$ cat src/rtl/enc_pkg.sv
// Shared definitions for the RV32E instruction encoder.
//   - base opcode constants and the opcode -> format map
//   - error-cause codes, in priority order (lowest non-zero wins)
//   - NOP word stored in place of an illegal request
//   - enc_entry_t: one 35-bit FIFO entry {code, inst}; err is implied by code != 0
package enc_pkg;

  localparam logic [6:0] OP_LUI    = 7'b0110111;
  localparam logic [6:0] OP_AUIPC  = 7'b0010111;
  localparam logic [6:0] OP_JAL    = 7'b1101111;
  localparam logic [6:0] OP_JALR   = 7'b1100111;
  localparam logic [6:0] OP_LOAD   = 7'b0000011;
  localparam logic [6:0] OP_IMM    = 7'b0010011;
  localparam logic [6:0] OP_SYSTEM = 7'b1110011;
  localparam logic [6:0] OP_BRANCH = 7'b1100011;
  localparam logic [6:0] OP_STORE  = 7'b0100011;
  localparam logic [6:0] OP_REG    = 7'b0110011;

  localparam logic [2:0] ERR_NONE   = 3'd0;
  localparam logic [2:0] ERR_OPCODE = 3'd1;
  localparam logic [2:0] ERR_REG    = 3'd2;
  localparam logic [2:0] ERR_IMM    = 3'd3;
  localparam logic [2:0] ERR_ALIGN  = 3'd4;

  localparam logic [31:0] NOP_INST = 32'h0000_0013;

  typedef enum logic [2:0] {FMT_R, FMT_I, FMT_S, FMT_B, FMT_U, FMT_J, FMT_BAD} fmt_e;

  typedef struct packed {
    logic [2:0]  code;
    logic [31:0] inst;
  } enc_entry_t;

  function automatic fmt_e op_fmt(input logic [6:0] op);
    case (op)
      OP_LUI, OP_AUIPC:                     return FMT_U;
      OP_JAL:                               return FMT_J;
      OP_JALR, OP_LOAD, OP_IMM, OP_SYSTEM:  return FMT_I;
      OP_BRANCH:                            return FMT_B;
      OP_STORE:                             return FMT_S;
      OP_REG:                               return FMT_R;
      default:                              return FMT_BAD;
    endcase
  endfunction

endpackage

$ cat src/rtl/rv32e_inst_encoder_if.sv
// Request/response bundle between the sequencer (master) and the encoder (slave).
//   in_*  : field request, valid/ready handshake
//   out_* : encoded FIFO head, valid/ready handshake
interface rv32e_inst_encoder_if;
  logic        in_valid;
  logic        in_ready;
  logic [6:0]  in_opcode;
  logic [2:0]  in_funct3;
  logic [6:0]  in_funct7;
  logic [4:0]  in_rd;
  logic [4:0]  in_rs1;
  logic [4:0]  in_rs2;
  logic [31:0] in_imm;
  logic        out_valid;
  logic        out_ready;
  logic [31:0] out_inst;
  logic        out_err;
  logic [2:0]  out_err_code;

  modport master (
    output in_valid, in_opcode, in_funct3, in_funct7, in_rd, in_rs1, in_rs2, in_imm, out_ready,
    input  in_ready, out_valid, out_inst, out_err, out_err_code
  );

  modport slave (
    input  in_valid, in_opcode, in_funct3, in_funct7, in_rd, in_rs1, in_rs2, in_imm, out_ready,
    output in_ready, out_valid, out_inst, out_err, out_err_code
  );
endinterface

$ cat src/rtl/enc_fifo.sv
// DEPTH x W synchronous FIFO. Pointers carry one wrap bit beyond the index so
// full and empty are distinguishable without a separate count.
//   clk, rst_n       : clock, async active-low reset (empties the FIFO)
//   push_i, din_i    : write tail (caller must not push when full_o)
//   pop_i, dout_o    : read head (dout_o is the head register, valid when !empty_o)
//   full_o, empty_o  : occupancy flags
module enc_fifo #(
  parameter int DEPTH = 2,
  parameter int W     = 35
) (
  input  logic         clk,
  input  logic         rst_n,
  input  logic         push_i,
  input  logic [W-1:0] din_i,
  input  logic         pop_i,
  output logic [W-1:0] dout_o,
  output logic         full_o,
  output logic         empty_o
);
  localparam int AW = $clog2(DEPTH);

  logic [W-1:0] mem_q [DEPTH];
  logic [AW:0]  wptr_q, rptr_q;

  always_ff @(posedge clk or negedge rst_n) begin
    if (!rst_n) begin
      wptr_q <= '0;
      rptr_q <= '0;
    end else begin
      if (push_i) wptr_q <= wptr_q + (AW+1)'(1);
      if (pop_i)  rptr_q <= rptr_q + (AW+1)'(1);
    end
  end

  // Storage needs no reset: it is only observed through a non-empty head.
  always_ff @(posedge clk) begin
    if (push_i) mem_q[wptr_q[AW-1:0]] <= din_i;
  end

  assign empty_o = (wptr_q == rptr_q);
  assign full_o  = (wptr_q[AW] != rptr_q[AW]) && (wptr_q[AW-1:0] == rptr_q[AW-1:0]);
  assign dout_o  = mem_q[rptr_q[AW-1:0]];

endmodule

$ cat src/rtl/rv32e_inst_encoder.sv
// RV32E instruction encoder: packs opcode/funct/register/immediate fields into
// a 32-bit word, range-checks them, and queues {word, cause} in an output FIFO.
//   clk, rst_n : clock, async active-low reset
//   bus        : slave side of rv32e_inst_encoder_if (request in, encoded word out)
//   inst_cnt   : accepted requests (legal or not), wrapping
module rv32e_inst_encoder
  import enc_pkg::*;
#(
  parameter int DEPTH = 2,
  parameter int CNT_W = 16,
  parameter int RVE   = 1
) (
  input  logic             clk,
  input  logic             rst_n,
  rv32e_inst_encoder_if.slave bus,
  output logic [CNT_W-1:0] inst_cnt
);

  function automatic logic reg_bad(input logic [4:0] r);
    return (RVE != 0) && r[4];
  endfunction

  function automatic enc_entry_t encode(
    input logic [6:0]  op,
    input logic [2:0]  f3,
    input logic [6:0]  f7,
    input logic [4:0]  rd,
    input logic [4:0]  rs1,
    input logic [4:0]  rs2,
    input logic [31:0] imm
  );
    enc_entry_t e;
    fmt_e       fmt;
    logic       shamt, bad_reg, bad_imm, bad_align;
    logic [31:0] w;
    fmt       = op_fmt(op);
    // slli/srli/srai: funct7 occupies the top bits, imm carries only the shamt
    shamt     = (op == OP_IMM) && (f3[1:0] == 2'b01);
    bad_reg   = 1'b0;
    bad_imm   = 1'b0;
    bad_align = 1'b0;
    w         = NOP_INST;
    case (fmt)
      FMT_R: begin
        bad_reg = reg_bad(rd) || reg_bad(rs1) || reg_bad(rs2);
        w = {f7, rs2, rs1, f3, rd, op};
      end
      FMT_I: begin
        bad_reg = reg_bad(rd) || reg_bad(rs1);
        if (shamt) begin
          bad_imm = |imm[31:5];
          w = {f7, imm[4:0], rs1, f3, rd, op};
        end else begin
          bad_imm = !((&imm[31:11]) || !(|imm[31:11]));
          w = {imm[11:0], rs1, f3, rd, op};
        end
      end
      FMT_S: begin
        bad_reg = reg_bad(rs1) || reg_bad(rs2);
        bad_imm = !((&imm[31:11]) || !(|imm[31:11]));
        w = {imm[11:5], rs2, rs1, f3, imm[4:0], op};
      end
      FMT_B: begin
        bad_reg   = reg_bad(rs1) || reg_bad(rs2);
        bad_imm   = !((&imm[31:12]) || !(|imm[31:12]));
        bad_align = imm[0];
        w = {imm[12], imm[10:5], rs2, rs1, f3, imm[4:1], imm[11], op};
      end
      FMT_U: begin
        bad_reg   = reg_bad(rd);
        bad_align = |imm[11:0];
        w = {imm[31:12], rd, op};
      end
      FMT_J: begin
        bad_reg   = reg_bad(rd);
        bad_imm   = !((&imm[31:20]) || !(|imm[31:20]));
        bad_align = imm[0];
        w = {imm[20], imm[10:1], imm[11], imm[19:12], rd, op};
      end
      default: ;
    endcase
    if (fmt == FMT_BAD) e.code = ERR_OPCODE;
    else if (bad_reg)   e.code = ERR_REG;
    else if (bad_imm)   e.code = ERR_IMM;
    else if (bad_align) e.code = ERR_ALIGN;
    else                e.code = ERR_NONE;
    e.inst = (e.code == ERR_NONE) ? w : NOP_INST;
    return e;
  endfunction

  enc_entry_t       ent, head;
  logic             full, empty, push, pop;
  logic [CNT_W-1:0] cnt_q, cnt_d;

  always_comb begin
    ent = encode(bus.in_opcode, bus.in_funct3, bus.in_funct7,
                 bus.in_rd, bus.in_rs1, bus.in_rs2, bus.in_imm);
  end

  assign push = bus.in_valid && !full;
  assign pop  = !empty && bus.out_ready;

  enc_fifo #(.DEPTH(DEPTH), .W($bits(enc_entry_t))) u_fifo (
    .clk     (clk),
    .rst_n   (rst_n),
    .push_i  (push),
    .din_i   (ent),
    .pop_i   (pop),
    .dout_o  (head),
    .full_o  (full),
    .empty_o (empty)
  );

  assign cnt_d = push ? cnt_q + CNT_W'(1) : cnt_q;

  always_ff @(posedge clk or negedge rst_n) begin
    if (!rst_n) cnt_q <= '0;
    else        cnt_q <= cnt_d;
  end

  // Head fields are forced to zero when empty so reset/idle outputs are clean.
  assign bus.in_ready     = !full;
  assign bus.out_valid    = !empty;
  assign bus.out_inst     = empty ? 32'h0 : head.inst;
  assign bus.out_err_code = empty ? 3'h0 : head.code;
  assign bus.out_err      = !empty && (head.code != ERR_NONE);
  assign inst_cnt         = cnt_q;

endmodule

$ cat src/flat_wrapper.sv
// flat-port wrapper written by rule: the top's interface ports become plain ports
module rv32e_inst_encoder_flat import enc_pkg::*;
#(
  parameter int DEPTH = 2,
  parameter int CNT_W = 16,
  parameter int RVE   = 1
)
  (clk, rst_n, inst_cnt, bus_in_valid, bus_in_opcode, bus_in_funct3, bus_in_funct7, bus_in_rd, bus_in_rs1, bus_in_rs2, bus_in_imm, bus_out_ready, bus_in_ready, bus_out_valid, bus_out_inst, bus_out_err, bus_out_err_code);
  rv32e_inst_encoder_if bus_i ();
  input  logic clk;
  input  logic rst_n;
  output logic [CNT_W-1:0] inst_cnt;
  input wire logic [$bits(bus_i.in_valid)-1:0] bus_in_valid;
  input wire logic [$bits(bus_i.in_opcode)-1:0] bus_in_opcode;
  input wire logic [$bits(bus_i.in_funct3)-1:0] bus_in_funct3;
  input wire logic [$bits(bus_i.in_funct7)-1:0] bus_in_funct7;
  input wire logic [$bits(bus_i.in_rd)-1:0] bus_in_rd;
  input wire logic [$bits(bus_i.in_rs1)-1:0] bus_in_rs1;
  input wire logic [$bits(bus_i.in_rs2)-1:0] bus_in_rs2;
  input wire logic [$bits(bus_i.in_imm)-1:0] bus_in_imm;
  input wire logic [$bits(bus_i.out_ready)-1:0] bus_out_ready;
  output wire logic [$bits(bus_i.in_ready)-1:0] bus_in_ready;
  output wire logic [$bits(bus_i.out_valid)-1:0] bus_out_valid;
  output wire logic [$bits(bus_i.out_inst)-1:0] bus_out_inst;
  output wire logic [$bits(bus_i.out_err)-1:0] bus_out_err;
  output wire logic [$bits(bus_i.out_err_code)-1:0] bus_out_err_code;
  assign bus_i.in_valid = bus_in_valid;
  assign bus_i.in_opcode = bus_in_opcode;
  assign bus_i.in_funct3 = bus_in_funct3;
  assign bus_i.in_funct7 = bus_in_funct7;
  assign bus_i.in_rd = bus_in_rd;
  assign bus_i.in_rs1 = bus_in_rs1;
  assign bus_i.in_rs2 = bus_in_rs2;
  assign bus_i.in_imm = bus_in_imm;
  assign bus_i.out_ready = bus_out_ready;
  assign bus_in_ready = bus_i.in_ready;
  assign bus_out_valid = bus_i.out_valid;
  assign bus_out_inst = bus_i.out_inst;
  assign bus_out_err = bus_i.out_err;
  assign bus_out_err_code = bus_i.out_err_code;
  rv32e_inst_encoder #(.DEPTH(DEPTH), .CNT_W(CNT_W), .RVE(RVE)) u_core (.clk(clk), .rst_n(rst_n), .bus(bus_i), .inst_cnt(inst_cnt));
endmodule
$ cat config.mk
export PLATFORM = sky130hd
export DESIGN_NAME = rv32e_inst_encoder_flat
export DESIGN_NICKNAME = d
export VERILOG_FILES = /design/src/rtl/enc_pkg.sv /design/src/rtl/rv32e_inst_encoder_if.sv /design/src/rtl/enc_fifo.sv /design/src/rtl/rv32e_inst_encoder.sv /design/src/flat_wrapper.sv
export SDC_FILE = /design/constraint.sdc
export NUM_CORES = 1
export LEC_CHECK = 0
export ABC_AREA = 1
export CAP_MARGIN = 20
export CORE_AREA = 4 4 96 98
export CTS_CLUSTER_SIZE = 24
export DETAILED_ROUTE_END_ITERATION = 10
export DIE_AREA = 0 0 100 102
export DONT_BUFFER_PORTS = 1
export HOLD_SLACK_MARGIN = 0.02
export PLACE_DENSITY = 0.8
export SLEW_MARGIN = 10
export SYNTH_ARGS = -nofsm -noshare
export SYNTH_HDL_FRONTEND = slang
export SYNTH_HIERARCHICAL = 1
export SYNTH_SLANG_ARGS = --single-unit
$ cat constraint.sdc
create_clock -name clk -period 3.3 [get_ports clk]
set_clock_uncertainty 0.05 [all_clocks]
set_input_delay 0.99 -clock clk [delete_from_list [all_inputs] [get_ports clk]]
set_output_delay 0.99 -clock clk [all_outputs]
set_load 0.05 [all_outputs]
==> impl_metrics.json <==
{
  "whs_ns": 0.253,
  "via_per_inst": 5.51,
  "p_leak_nw": 2.84,
  "grt.total_usage_pct": 25.5,
  "criticalPathCategory": "reg2out",
  "post-route-min-period_ns": 3.07,
  "ir_drop_mv": 0.569,
  "cts_setup_buffers": 0,
  "firstDrtPassIters": 5,
  "synth_seq_area_share_pct": 49.8,
  "yosysTopAreaCell": "edfxtp_1",
  "slew_violations": 0,
  "topRoutingLayerUsed": "met4",
  "cp_max_fo": 26,
  "hold_viol": 0,
  "grt_first_pass_wirelength_microns": 20400,
  "ys_types": 34,
  "dieArea_sq_um": 10200,
  "dr_wl_met2_microns": 6120,
  "wl_met3_microns": 1420,
  "antenna_found_initial": 0,
  "row_count": 34,
  "finalSetupTns_ns": 0,
  "netlist_area_sq_um": 5220,
  "critPathRequiredTime_ns": 2.26,
  "drt_wl_total_microns": 12900,
  "drv_cap": 0,
  "grt_max_degree": 39,
  "clk_pin_slew_worst_paths_ns": 0.10,
  "status": "complete, no violations",
  "core-area_sq_um": 8470,
  "max_freq_ghz": 0.325,
  "powerDensity_nw_per_um2": 949,
  "areaGrowthSynthToFinish_pct": 11.4,
  "start_util_pct": 61.7,
  "first_global_vias": 4401,
  "ant_nets": 0,
  "synth-seq-cells": 90,
  "fin_nets": 793,
  "hold_class": "in2async",
  "syn_avg_cell_area_sq_um": 7.68,
  "cts_buffers": 9,
  "wl_per_cell_microns": 15.4,
  "fillers": 683,
  "gp_congestion": 1.10,
  "final.period_utilization_pct": 93.1,
  "setup_violations": 0,
  "synth.area.top_cells": "edfxtp_1 40%, nand2_1 17%, dfrtp_1 9.6%",
  "synth_warnings": 6,
  "drt_iter0_drc": 398,
  "numPortBuffers": 0,
  "fp.dieW_microns": 100,
  "seqCellArea_sq_um": 2600,
  "antennaDiodeCount": 0,
  "insertion_delay_ns": 0.36,
  "critPathCaptureType": "primary output",
  "overflow": 0,
  "die_y_microns": 102,
  "netlist_instances": 680,
  "startpoint_type": "register",
  "worst_ep_arrival_time_ns": 2.03,
  "multi_input_comb_area_sq_um": 2200,
  "drc_errors": 0,
  "rsz0062_at_grt": "false",
  "max_slew_margin_pct": 58.8,
  "htree_levels": 3,
  "clock-sinks": 90,
  "cts_root_buffer": "clkbuf_8",
  "synth_top_area_share_pct": 40.2,
  "dp_hpwl_microns": 9630,
  "vias": 4610,
  "ioPinCount": 122,
  "clockBufferDepth": 2,
  "drive_gt1_share_pct": 11.4,
  "tritoncts": "done",
  "worst_pin_slew_ns": 0.616,
  "met1_length_microns": 4980,
  "hold_buffers": 0,
  "cts-resized-gates": 0
}
per-layer routing:
layer,vias up,track usage (%)
met5,-,0
met4,0,9.64
met3,27,8.33
met2,249,41.0
met1,2093,32.4
li1,2241,-
power by group:
part / switching, W / total, W / internal [W]
Clock: 0.000419 / 0.000711 / 0.000293
Combinational: 0.00224 / 0.00303 / 0.000783
Sequential: 0.000242 / 0.00179 / 0.00154
flip-flops by register name (all words and copies together), names as in the netlist:
| signal | count |
|---|---|
| u_core/inst_cnt | 16 |
| u_core/u_fifo/mem_q | 70 |
| u_core/u_fifo/rptr_q | 2 |
| u_core/u_fifo/wptr_q | 2 |
cell type report:
cell class	count	area share [%]
inverter	91	5.87
sequential	90	44.7
tap	108	2.32
clock inverter	6	0.989
timing repair buffer	47	6.06
multi-input combinational	485	37.8
clock buffer	10	2.19
path summary, 6_finish.rpt:
kind                                         startpoint                       to  slack [ns]  cells after the start
min in group clk                u_core/u_fifo/wptr_q[0]  u_core/u_fifo/wptr_q[0]        0.57                      1
worst min-delay path                              rst_n       u_core/inst_cnt[5]        0.25                      0
worst max-delay path            u_core/u_fifo/rptr_q[0]              bus_out_err        0.23                      7
worst min register to register  u_core/u_fifo/wptr_q[0]  u_core/u_fifo/wptr_q[0]        0.57                      1
max in group asynchronous                         rst_n      u_core/inst_cnt[13]        2.86                      0
worst max register to register  u_core/u_fifo/rptr_q[0]      u_core/inst_cnt[14]        0.64                     13
per-stage QoR:
step	cells	area [sq um]	util [%]	setup slack [ns]	power, W
floorplan	683	5240	-	0.480	0.00401
global placement	821	5630	66.5	0.297	0.00476
detailed placement	821	5630	66.5	0.171	0.00484
CTS	837	5820	68.7	0.215	0.00555
global route	837	5820	68.7	0.0892	0.00582
finish	837	5820	68.7	0.228	0.00552
critical path: stages, from the launching register on:
cell and delay, ns:
dfrtp_1 0.40, inv_2 0.35, nand2_1 0.09, nand2_1 0.12, nor2_2 0.06, buf_4 0.21, a31oi_1 0.19, buf_4 0.23
cell families (layout without fill, tap and decap cells):
kind of cell | after synthesis | count (layout) | share of synthesized area, %
adders and majority gates | 1 | 1 | 0.240
other | 1 | 4 | 0.0718
xor gates and xnor gates | 18 | 18 | 3.02
DFF | 90 | 90 | 49.8
and+or+nand+nor | 426 | 426 | 33.7
AOI/OAI and AO/OA | 36 | 36 | 4.70
buffers and inverters | 108 | 154 | 8.43
cells in the mapped netlist:
cell type and number:
nor3_1 6, ha_1 1, nand3_2 3, a21boi_0 2, xor2_1 10, clkbuf_1 5
o22ai_1 4, nor4_1 1, edfxtp_1 70, inv_2 4, nor3_4 1, o2111ai_1 7
nor2_4 3, o211ai_1 1, nor2_2 2, a21oi_1 9, conb_1 1, a22oi_1 10
nor2_1 130, nand2_2 5, nand2_1 230, a31oi_1 1, buf_4 3, nand4_2 1
xnor2_1 8, nand3b_1 1, buf_2 7, dfrtp_1 20, nand3_1 33, buf_6 2
o21ai_0 2, nor3b_1 1, nand4_1 9, inv_1 87
layout by cell type, fill, tap and decap left out:
| master | n |
|---|---|
| conb_1 | 4 |
| nor3b_1 | 1 |
| dfrtp_1 | 20 |
| ha_1 | 1 |
| clkbuf_8 | 9 |
| o22ai_1 | 4 |
| xor2_1 | 10 |
| nor3_1 | 6 |
| a22oi_1 | 10 |
| nand2_2 | 5 |
| nor2_2 | 3 |
| nand3b_1 | 1 |
| xnor2_1 | 8 |
| nand4_1 | 9 |
| inv_1 | 87 |
| buf_4 | 47 |
| a21boi_0 | 2 |
| nor2_1 | 128 |
| nor2_4 | 4 |
| nor4_1 | 1 |
| nand2_1 | 230 |
| edfxtp_1 | 70 |
| inv_6 | 2 |
| clkbuf_1 | 1 |
| inv_8 | 2 |
| clkinv_4 | 2 |
| a31oi_1 | 1 |
| o21ai_0 | 2 |
| o2111ai_1 | 7 |
| inv_2 | 4 |
| nor3_4 | 1 |
| o211ai_1 | 1 |
| nand4_2 | 1 |
| nand3_2 | 3 |
| a21oi_1 | 9 |
| nand3_1 | 33 |
(Power assumes the default switching activity.)
